## config.mk

```make
export PLATFORM = sky130hd
export DESIGN_NAME = nested_loop_accum
export DESIGN_NICKNAME = d
export VERILOG_FILES = /design/src/rtl/nested_loop_accum.sv
export SDC_FILE = /design/constraint.sdc
export NUM_CORES = 1
export LEC_CHECK = 0
export CELL_PAD_IN_SITES_DETAIL_PLACEMENT = 1
export CELL_PAD_IN_SITES_GLOBAL_PLACEMENT = 2
export CORE_UTILIZATION = 40
export DETAILED_ROUTE_END_ITERATION = 6
export DONT_BUFFER_PORTS = 1
export PLACE_DENSITY_LB_ADDON = 0.1
export RECOVER_POWER = 100
export SETUP_SLACK_MARGIN = 0.5
export SYNTH_ARGS = -nofsm -noshare
export SYNTH_HDL_FRONTEND = slang
export SYNTH_SLANG_ARGS = --single-unit
export TNS_END_PERCENT = 100
```

## constraint.sdc

```tcl
create_clock -name clk -period 8.2 [get_ports clk]
set_input_delay 1.64 -clock clk [delete_from_list [all_inputs] [get_ports clk]]
set_output_delay 1.64 -clock clk [all_outputs]
set_load 0.05 [all_outputs]
```

## src/rtl/nested_loop_accum.sv

```systemverilog
// Nested-loop accumulator: outer counter i, inner counter j, k += mode-selected delta
// per inner step; stops when i reaches I_MAX or k reaches K_BOUND, saturating on carry-out.
module nested_loop_accum #(
    parameter int W       = 16,
    parameter int I_MAX   = 60,
    parameter int K_BOUND = 2000
) (
    input  logic         clk,
    input  logic         rst_n,
    input  logic         start,
    input  logic [1:0]   mode,
    input  logic [W-1:0] i_init,
    input  logic [W-1:0] k_init,
    output logic [2:0]   state,
    output logic [W-1:0] k,
    output logic [W-1:0] i,
    output logic [W-1:0] j,
    output logic         busy,
    output logic         done,
    output logic         overflow
);

    // state   | meaning
    // CHECK   | clear j, test outer limit
    // INNER   | accumulate while j < i
    // ADVANCE | step outer counter
    // FINISH  | one-cycle done pulse
    // IDLE    | wait for start
    typedef enum logic [2:0] {
        CHECK   = 3'd0,
        INNER   = 3'd1,
        ADVANCE = 3'd2,
        FINISH  = 3'd3,
        IDLE    = 3'd4
    } state_t;

    localparam logic [W-1:0] I_MAX_W   = W'(I_MAX);
    localparam logic [W-1:0] K_BOUND_W = W'(K_BOUND);
    localparam logic [W-1:0] K_SAT     = '1;

    state_t       state_q;
    logic [W-1:0] k_q, i_q, j_q;
    logic [1:0]   mode_q;
    logic         busy_q, done_q, ovf_q;

    logic [W-1:0] delta_d;
    logic [W:0]   sum_d;
    logic         guard_d;

    always_comb begin
        delta_d = '0;
        case (mode_q)
            2'd0:    delta_d = i_q - j_q;
            2'd1:    delta_d = j_q;
            2'd2:    delta_d = i_q;
            default: delta_d = {{(W-1){1'b0}}, 1'b1};
        endcase
        sum_d   = {1'b0, k_q} + {1'b0, delta_d};
        guard_d = (k_q >= K_BOUND_W);
    end

    always_ff @(posedge clk or negedge rst_n) begin
        if (!rst_n) begin
            state_q <= IDLE;
            k_q     <= {{(W-1){1'b0}}, 1'b1};
            i_q     <= {{(W-1){1'b0}}, 1'b1};
            j_q     <= '0;
            mode_q  <= 2'd0;
            busy_q  <= 1'b0;
            done_q  <= 1'b0;
            ovf_q   <= 1'b0;
        end else begin
            done_q <= 1'b0;
            case (state_q)
                IDLE: begin
                    if (start) begin
                        i_q     <= i_init;
                        k_q     <= k_init;
                        j_q     <= '0;
                        mode_q  <= mode;
                        ovf_q   <= 1'b0;
                        busy_q  <= 1'b1;
                        state_q <= CHECK;
                    end
                end
                CHECK: begin
                    // The bound guard takes priority and freezes k, i, j.
                    if (guard_d) begin
                        state_q <= FINISH;
                        done_q  <= 1'b1;
                    end else begin
                        j_q <= '0;
                        if (i_q < I_MAX_W) begin
                            state_q <= INNER;
                        end else begin
                            state_q <= FINISH;
                            done_q  <= 1'b1;
                        end
                    end
                end
                INNER: begin
                    if (guard_d) begin
                        state_q <= FINISH;
                        done_q  <= 1'b1;
                    end else if (j_q < i_q) begin
                        if (sum_d[W]) begin
                            k_q   <= K_SAT;
                            ovf_q <= 1'b1;
                        end else begin
                            k_q <= sum_d[W-1:0];
                        end
                        j_q <= j_q + 1'b1;
                    end else begin
                        state_q <= ADVANCE;
                    end
                end
                ADVANCE: begin
                    if (guard_d) begin
                        state_q <= FINISH;
                        done_q  <= 1'b1;
                    end else begin
                        i_q     <= i_q + 1'b1;
                        state_q <= CHECK;
                    end
                end
                FINISH: begin
                    busy_q  <= 1'b0;
                    state_q <= IDLE;
                end
                default: begin
                    busy_q  <= 1'b0;
                    state_q <= IDLE;
                end
            endcase
        end
    end

    assign state    = state_q;
    assign k        = k_q;
    assign i        = i_q;
    assign j        = j_q;
    assign busy     = busy_q;
    assign done     = done_q;
    assign overflow = ovf_q;

endmodule

```

==> impl_metrics.toml <==
[route]
wire_per_inst_um = 21.0
drcViolationCount = 0
ant_nets = 0
met2_length_mm = 7.68
vias_per_cell = 6.17
drtPass1Iterations = 4
drt_iter0_drc = 269
detail_route.wirelength_mm = 16.8
routed.top_layer = "met4"
vias = 4930
routed-wl-met3_um = 636
wirelength_met1_mm = 8.21

[yosys]
avgSynthCellArea_um2 = 7.81
yosysTopAreaCell = "dfrtp_1"
syn_area_um2 = 5100
synth_fp_nets = 727
synth_cells = 654
async_flop_share = 1.00
synth-edff-count = 0
ys_seq_area_frac = 0.275
yosysWarnings = 0
ys_ff_latch = 56
synth_ff_type = "dfrtp_1"
synth_top_area_frac = 0.260
synth_area_leaders = "dfrtp_1 (26%), ha_1 (8.3%), a21oi_1 (5.6%)"
yosysMostFrequentCell = "nand2_1"
ys_types = 70
synth_common_cells = "nand2_1 (62), a21oi_1 (57), o21ai_0 (56), dfrtp_1 (53), nor2_1 (50)"

[global_route]
grt.overflow.total = 0
antenna_found_initial = 0
track_usage = 0.266
grt_first_pass_wirelength_mm = 27.3
first_global_vias = 5109
grt_start_max_net_pins = 57

[die]
core_um2 = 12200
initial_core_util = 0.418
die_w_um = 115
pin_count = 91
die_h_um = 115
die_area_um2 = 13200
num_rows = 40

[final_layout]
fill_cells = 1533
n_antenna_cell = 0
nNetsFinal = 703
syn_to_final_growth_pct = 4.56
drive_gt1_frac = 0.0491

[critical_path]
worst-setup-path-type = "reg2reg"
cp_max_fo = 16
critical-path-top-delay-family = "compound AO/OA/AOI/OAI gates"
required_ps = 8410
critPathLaunchType = "flop"
crit_chain = "inv_1 > ha_1 > and3_1 > o21a_1 > o31ai_1 > a21boi_0 > o21a_1 > o21ai_0 > or3b_2 > ha_1 > nand4_1 > a211o_1 > a31oi_1 > nor3_1 > o31ai_1"
arrival_ps = 5830
timing.rr.start = "j[3]"
cp-end-kind = "flop"
cpPeakStageDelay_ps = 1170
cp_num_buf_inv = 1
slowest_stage = "a31oi_1"
cp_num_cells = 15
r2r_end = "k[11]"
rrSetupSlack_ps = 2580
ff2ff_path_depth = 15

[timing]
final_max_slew_viol_count = 43
timing.final.crit_share = 0.685
finClkSkew_ps = 6.78
fmax_mhz = 178
setup-violations-final = 0
finalHoldViolCount = 0
rsz0062_at_grt = "no"
slew_headroom = -0.719
worstMarginPinSlew_ps = 2580
setup_tns_ps = 0
period_minus_slack_ps = 5620

[cts]
root_buffer = "clkbuf_16"
clk_pin_slew_ps = 80
cts_max_level = 2
ctsResizeCount = 0
cts_buffer_depth = 2
hold_buffers = 0
cts_tree = "yes"
cts.sinks = 56
cts_buffers = 5
clk_latency_ps = 310
cts_setup_buffers = 0

[status]
failed_checks = "max-capacitance violations, max-slew violations"
status = "complete, but fails checks"

[min_path]
worstHoldStart = "k[0]"
hold_path_depth = 2
worstHoldPathType = "reg2reg"
min_to = "k[0]"

[placed_design]
gp_congestion = 0.887
dp_hpwl_mm = 12.6
io_buffers = 0

[flow_run]
cap_violations = 3
-- state kept, by name (all words and copies together) (netlist names) --
name	flops
busy	1
done	1
i	16
j	16
k	16
mode_q	2
overflow	1
state	3
-- kinds of logic (layout without fill, tap and decap cells) --
logic type | after synthesis | in the layout | share of synthesized area
AO/OA/AOI/OAI | 240 | 240 | 0.310
AND/OR/NAND/NOR | 221 | 221 | 0.217
buffers and inverters | 76 | 53 | 0.0620
flip-flops | 56 | 56 | 0.275
adder cells (fa/ha/maj) | 36 | 36 | 0.0912
XOR/XNOR | 18 | 18 | 0.0309
multiplexers | 7 | 7 | 0.0142
-- layout make-up --
| class | instances | area [µm²] | area share |
|---|---|---|---|
| clock buffer | 5 | 125 | 0.0234 |
| clock inverter | 3 | 46.3 | 0.00867 |
| timing repair buffer | 7 | 48.8 | 0.00914 |
| inverter | 38 | 143 | 0.0267 |
| tap | 168 | 210 | 0.0394 |
| sequential | 56 | 1410 | 0.263 |
| multi-input combinational | 522 | 3360 | 0.629 |
-- worst max-delay path by stage --
stage / startpoint / slack (ps) / end
final: j[3] / 2580 / k[11]
after global routing: j[3] / 2010 / k[11]
after CTS: j[3] / 3030 / k[11]
after detailed placement: j[3] / 3070 / k[11]
after global placement: j[3] / 3240 / k[13]
after floorplan: j[3] / 3720 / k[10]
-- metal layers --
layer,global-route usage,up-vias
li1,-,2386
met1,0.365,2450
met2,0.426,79
met5,0,-
met3,0.0511,15
met4,0.0753,0
-- per-stage QoR --
stage | cells | hold WS, ps | utilization | area [µm²] | worst slack, ps
2_1_floorplan | 654 | 589 | - | 5100 | 3720
3_3_place_gp | 791 | 600 | 0.426 | 5200 | 3240
3_5_place_dp | 791 | 614 | 0.426 | 5200 | 3070
4_1_cts | 799 | 629 | 0.440 | 5370 | 3030
5_1_grt | 799 | 822 | 0.437 | 5340 | 2010
6_report | 799 | 761 | 0.437 | 5340 | 2580
-- layout by cell type (no fill, tap or decap), types with 15 or more instances in the layout --
master,count
o21ai_0,59
nand2_1,62
nand3_1,21
ha_1,34
inv_1,38
dfrtp_1,53
nor3_1,16
nor2_1,50
o31ai_1,15
a21oi_1,58
-- worst register-to-register path, cell delays in order (launching register included) --
cell and delay (ps):
dfrtp_1 720, inv_1 210, ha_1 400, and3_1 230
o21a_1 200, o31ai_1 400, a21boi_0 150, o21a_1 200
o21ai_0 130, or3b_2 460, ha_1 420, nand4_1 150
a211o_1 280, a31oi_1 1170, nor3_1 120, o31ai_1 310
Power is not shown: default switching activity piles up to over one toggle a cycle in this logic, so the estimate is an artifact.
